**src/rtl/quad_step_decoder.sv**
```systemverilog
// ---------------------------------------------------------------------------
// quad_step_decoder
//
// Front end for the up/down counter. Turns the raw quadrature phases of an
// incremental encoder into clean, clock-synchronous step pulses plus a
// direction level, and keeps a saturating tally of illegal transitions
// (both phases changing at once), which usually point at a noisy cable or an
// encoder spinning faster than the filter can follow.
//
// Datapath, in order:
//   1. two-flop synchronizer per phase, giving s = {A, B}
//   2. glitch filter: s must hold a new value for FILTER_LEN consecutive
//      edges before it is accepted into the filtered state f
//   3. Gray-transition decoder comparing old f against the accepted value
//   4. saturating illegal-transition counter
//
// Parameters:
//   FILTER_LEN  consecutive stable samples needed to accept a new level pair
//               (1..255)
//   ERR_WIDTH   width of err_count
//
// Ports:
//   clk         clock
//   reset       synchronous, active-high reset
//   a_in, b_in  raw encoder phases, asynchronous to clk
//   en          1 = report steps/errors; 0 = suppress them (filter still
//               tracks the inputs)
//   invert_dir  1 = swap the direction sense, sampled at the accepting edge
//   err_clr     synchronous clear of err_count, wins over a coincident error
//   valid       filtered state has been primed since reset
//   step        one-cycle pulse per legal quadrature transition
//   dir         direction of the latest step, 1 = up; holds between steps
//   error       one-cycle pulse per illegal (two-bit) transition
//   err_count   saturating count of illegal transitions
// ---------------------------------------------------------------------------
module quad_step_decoder #(
    parameter int FILTER_LEN = 4,
    parameter int ERR_WIDTH  = 8
) (
    input  logic                 clk,
    input  logic                 reset,
    input  logic                 a_in,
    input  logic                 b_in,
    input  logic                 en,
    input  logic                 invert_dir,
    input  logic                 err_clr,
    output logic                 valid,
    output logic                 step,
    output logic                 dir,
    output logic                 error,
    output logic [ERR_WIDTH-1:0] err_count
);

    // Until the first acceptance the filtered state holds no meaningful
    // encoder position, so the first accepted value only primes it.
    typedef enum logic {
        ST_UNPRIMED = 1'b0,
        ST_TRACKING = 1'b1
    } prime_state_t;

    localparam logic [7:0]           RUN_TARGET = 8'(FILTER_LEN);
    localparam logic [ERR_WIDTH-1:0] ERR_MAX    = {ERR_WIDTH{1'b1}};
    localparam logic [ERR_WIDTH-1:0] ERR_ONE    = ERR_WIDTH'(1);

    // Synchronizer flops
    logic a_meta;
    logic a_sync;
    logic b_meta;
    logic b_sync;

    // Filter state
    logic [1:0] s;
    logic [1:0] s_prev;
    logic [1:0] filt;
    logic [7:0] run_cnt;

    prime_state_t state;
    prime_state_t state_next;

    // Filter combinational results
    logic       differs;
    logic       continuing;
    logic [7:0] run_len;
    logic       accept;
    logic [1:0] filt_next;
    logic [7:0] run_next;

    // Decode combinational results
    logic                 trans_up;
    logic                 trans_down;
    logic                 trans_illegal;
    logic                 step_next;
    logic                 dir_next;
    logic                 error_next;
    logic [ERR_WIDTH-1:0] err_count_next;

    assign s     = {a_sync, b_sync};
    assign valid = (state == ST_TRACKING);

    // Two flops per phase; the first may go metastable, the second is the
    // only one the rest of the design looks at.
    always_ff @(posedge clk) begin
        if (reset) begin
            a_meta <= 1'b0;
            a_sync <= 1'b0;
            b_meta <= 1'b0;
            b_sync <= 1'b0;
        end else begin
            a_meta <= a_in;
            a_sync <= a_meta;
            b_meta <= b_in;
            b_sync <= b_meta;
        end
    end

    // Glitch filter and priming FSM next-state logic.
    // The run counts edges at which s has held one value that differs from
    // f. A run continues only if s matches the previous sample and a run was
    // already in progress; any change of s (including a return to f) restarts
    // or kills it. Before priming every sample counts as "different" because
    // f carries no real information yet.
    always_comb begin
        state_next = state;
        filt_next  = filt;
        run_next   = 8'd0;
        differs    = (state == ST_UNPRIMED) || (s != filt);
        continuing = (s == s_prev) && (run_cnt != 8'd0);
        run_len    = continuing ? (run_cnt + 8'd1) : 8'd1;
        accept     = differs && (run_len == RUN_TARGET);

        if (accept) begin
            filt_next = s;
            run_next  = 8'd0;
            if (state == ST_UNPRIMED) begin
                state_next = ST_TRACKING;
            end
        end else if (differs) begin
            run_next = run_len;
        end
    end

    // Gray decode of old f -> accepted s, plus output and error-count
    // next values. Outputs are registered, so step/error appear the cycle
    // after the accepting edge. Priming acceptances never report anything.
    always_comb begin
        trans_up       = 1'b0;
        trans_down     = 1'b0;
        trans_illegal  = 1'b0;
        step_next      = 1'b0;
        error_next     = 1'b0;
        dir_next       = dir;
        err_count_next = err_count;

        case ({filt, s})
            4'b00_01, 4'b01_11, 4'b11_10, 4'b10_00: trans_up      = 1'b1;
            4'b00_10, 4'b10_11, 4'b11_01, 4'b01_00: trans_down    = 1'b1;
            4'b00_11, 4'b11_00, 4'b01_10, 4'b10_01: trans_illegal = 1'b1;
            default: ;
        endcase

        if (accept && (state == ST_TRACKING) && en) begin
            if (trans_up || trans_down) begin
                step_next = 1'b1;
                dir_next  = trans_up ^ invert_dir;
            end else if (trans_illegal) begin
                error_next = 1'b1;
            end
        end

        if (err_clr) begin
            err_count_next = '0;
        end else if (error_next && (err_count != ERR_MAX)) begin
            err_count_next = err_count + ERR_ONE;
        end
    end

    // State register for filter, FSM and registered outputs.
    always_ff @(posedge clk) begin
        if (reset) begin
            s_prev    <= 2'b00;
            filt      <= 2'b00;
            run_cnt   <= 8'd0;
            state     <= ST_UNPRIMED;
            step      <= 1'b0;
            dir       <= 1'b0;
            error     <= 1'b0;
            err_count <= '0;
        end else begin
            s_prev    <= s;
            filt      <= filt_next;
            run_cnt   <= run_next;
            state     <= state_next;
            step      <= step_next;
            dir       <= dir_next;
            error     <= error_next;
            err_count <= err_count_next;
        end
    end

endmodule

```
**config.mk**
```make
export PLATFORM = sky130hd
export DESIGN_NAME = quad_step_decoder
export DESIGN_NICKNAME = d
export VERILOG_FILES = /design/src/rtl/quad_step_decoder.sv
export SDC_FILE = /design/constraint.sdc
export NUM_CORES = 1
export LEC_CHECK = 0
export CORE_MARGIN = 3
export CORE_UTILIZATION = 51
export DETAILED_ROUTE_END_ITERATION = 16
export DONT_BUFFER_PORTS = 1
export PLACE_DENSITY = 0.64
export RECOVER_POWER = 100
export SLEW_MARGIN = 15
export SYNTH_ARGS = -nofsm -noshare
export SYNTH_HDL_FRONTEND = slang
export SYNTH_SLANG_ARGS = --single-unit
```
**constraint.sdc**
```tcl
create_clock -name clk -period 5.1 [get_ports clk]
set_clock_uncertainty 0.05 [all_clocks]
set_input_delay 1.02 -clock clk [delete_from_list [all_inputs] [get_ports clk]]
set_output_delay 1.02 -clock clk [all_outputs]
set_load 0.005 [all_outputs]
```
==> flow_summary.toml <==
[pwr]
ir_drop_mv = 0.1635
power.share.clock_pct = 37.7
powerDensity_nw_per_um2 = 275.3
power.leakage_nw = 0.5265
p_total_w = 0.0003941
internal_power_w = 0.0003107
p_sw_share_pct = 21.15
seqPwrFrac_pct = 57.2
combPwrFrac_pct = 5.1
switchingPower_w = 0.00008335

[global_routing]
grt_pass1_vias = 1026
gr-usage-all-layers_pct = 18.96
grt_pass1_wl_mm = 4.995
grt_overflow = 0
grt_antenna_before_repair = 0
grt_start_max_net_pins = 19

[sta]
finalCritPeriodShare_pct = 47.53
post-route-min-period_ns = 2.424
fmax_mhz = 412.5
finalHoldViolCount = 0
slew_viol_final = 0
tightest_slew_ns = 0.9520
rsz0062_at_grt = "false"
setup_viol = 0
setup_tns_ns = 0
relSlewSlack_pct = 36.54

[clocking]
cts.sinks = 28
htreeDepth = 1
cts_hold_buf = 0
cts_tree = "yes"
clk_latency_ns = 0.34
cts_setup_buffers = 0
cts_resized = 0
path_clk_slew_ns = 0.17
cts_buffers = 3
clk_path_buf_depth = 2
cts_root_buf = "clkbuf_4"

[worst_setup_path]
critical_path_required_ns = 5.32
cp-end-kind = "flip-flop"
arrival_ns = 2.64
r2r_cells = 6
path_class = "reg -> reg"
critPathLaunchType = "flip-flop"
critPathMaxFanout = 14

[layout]
syn2layout_area_growth_pct = 4.475
num_antenna_cells = 0
drive_above_1_share_pct = 4.575
final_cells = 183
fin_area_um2 = 1431
fillers = 241
final_nets = 164

[worst_hold_path]
holdPathStages = 1
hp-class = "reg -> reg"

[yosys]
ys_ff_latch = 28
synth_cells = 155
yosysWarnings = 0
netlist_top_cells_count = "dfxtp_1 (28), nand3_1 (14), nor2_1 (12)"
syn_area_um2 = 1370
yosys.cell_types.count = 40
syn_avg_cell_area_um2 = 8.839
synth_nets = 165
synth_top_cells_by_area = "dfxtp_1 (41%), xnor2_1 (5.8%), nand3_1 (5.1%), nor2_1 (3.3%), and3_1 (3.2%)"
ys.flop_type = "dfxtp_1"
synth_top_cell_by_area = "dfxtp_1"
yosysMostFrequentCell = "dfxtp_1"
yosysTopAreaCellShare_pct = 40.91
async_flop_share_pct = 0
synth_edf_count = 0
ys_seq_area_share_pct = 40.91

[drt]
firstDrtPassIters = 4
wl_mm = 2.883
ant_nets = 0
avgViaCountPerCell = 6.011
initialDrtViolationCount = 33
vias = 1100
routedWlPerCell_um = 15.75
drc_errors = 0

[die]
die_area_um2 = 3344
initial_core_util_pct = 54.32
fp.dieW_um = 57.83
coreArea_um2 = 2522
rows = 18
die-height_um = 57.83
ioPinCount = 19

[place]
hpwl_mm = 2.065
place_area_um2 = 1384
place_inst = 179
io_buffer_count = 0
routabilityCongestion = 0.7987

[job]
maxCapViolations = 0

[run_status]
run_status = "complete, no violations"
[layer usage]
layer | global-route usage, % | part of all wire (%) | up-vias | wire length, µm
met3 | 3.118 | 4.9 | 2 | 140
met5 | 0 | 0 | - | 0
met4 | 5.960 | 0.52 | 0 | 15
met1 | 26.14 | 48 | 515 | 1392
met2 | 30.32 | 46 | 20 | 1334
li1 | - | - | 563 | -
[registers in the layout, indices dropped and copies added, names as in the netlist]
| signal | flops |
|---|---|
| a_meta | 1 |
| a_sync | 1 |
| b_meta | 1 |
| b_sync | 1 |
| dir | 1 |
| err_count | 8 |
| error | 1 |
| filt | 2 |
| run_cnt | 8 |
| s_prev | 2 |
| step | 1 |
| valid | 1 |
[final cells by class]
class / count / area, µm² / area share (%)
Sequential cell: 28 / 560.5 / 39.16
Clock inverter: 1 / 30.03 / 2.098
Inverter: 5 / 18.77 / 1.311
Multi-Input combinational cell: 116 / 762.0 / 53.23
Tap cell: 30 / 37.54 / 2.622
Clock buffer: 3 / 22.52 / 1.573
[worst max-delay path: stages, from the launching register on]
cell,delay [ns]
dfxtp_1,0.45
inv_1,0.09
ha_1,0.31
nor3_1,0.22
nand4b_1,0.45
or4b_1,0.64
a21oi_1,0.14
[layout by cell type (no fill, tap or decap), drive strengths merged, types with 6 or more instances in the layout]
cell / n
nor2: 12
and3: 7
dfxtp: 28
nand2: 11
nand3: 14
nor2b: 6
xnor2: 9
[through the flow]
| stage | setup WS (ns) | hold slack (ns) | util, % |
|---|---|---|---|
| 2_1_floorplan | 2.984 | 0.3638 | - |
| 3_3_place_gp | 2.797 | 0.3736 | 54.86 |
| 3_5_place_dp | 2.709 | 0.3822 | 54.86 |
| 4_1_cts | 2.650 | 0.4125 | 56.94 |
| 5_1_grt | 2.499 | 0.4327 | 56.75 |
| 6_report | 2.676 | 0.4095 | 56.75 |
[final timing paths]
check | from | endpoint | slack [ns]
max | run_cnt[0] | err_count[1] | 2.68
min | a_meta | a_sync | 0.41
max reg2reg | run_cnt[0] | err_count[1] | 2.68
min reg2reg | a_meta | a_sync | 0.41
[cells by family after synthesis]
group / after synthesis / share of synthesized area (%)
AND/OR/NAND/NOR: 73 / 30.41
flip-flops: 28 / 40.91
AO/OA/AOI/OAI: 25 / 13.15
XOR/XNOR: 14 / 8.950
buffers and inverters: 11 / 3.105
adder cells (fa/ha/maj): 3 / 2.740
multiplexers: 1 / 0.7306
[power by group through the flow]
stage / Sequential [W] / Combinational, W / Clock, W
2_1_floorplan: 0.000229 / 0.0000186 / 0
3_3_place_gp: 0.000230 / 0.0000198 / 0
3_5_place_dp: 0.000230 / 0.0000201 / 0
4_1_cts: 0.000226 / 0.0000203 / 0.000149
5_1_grt: 0.000226 / 0.0000234 / 0.000161
6_report: 0.000226 / 0.0000200 / 0.000148
Note: power is estimated with default switching activity, not from simulation.
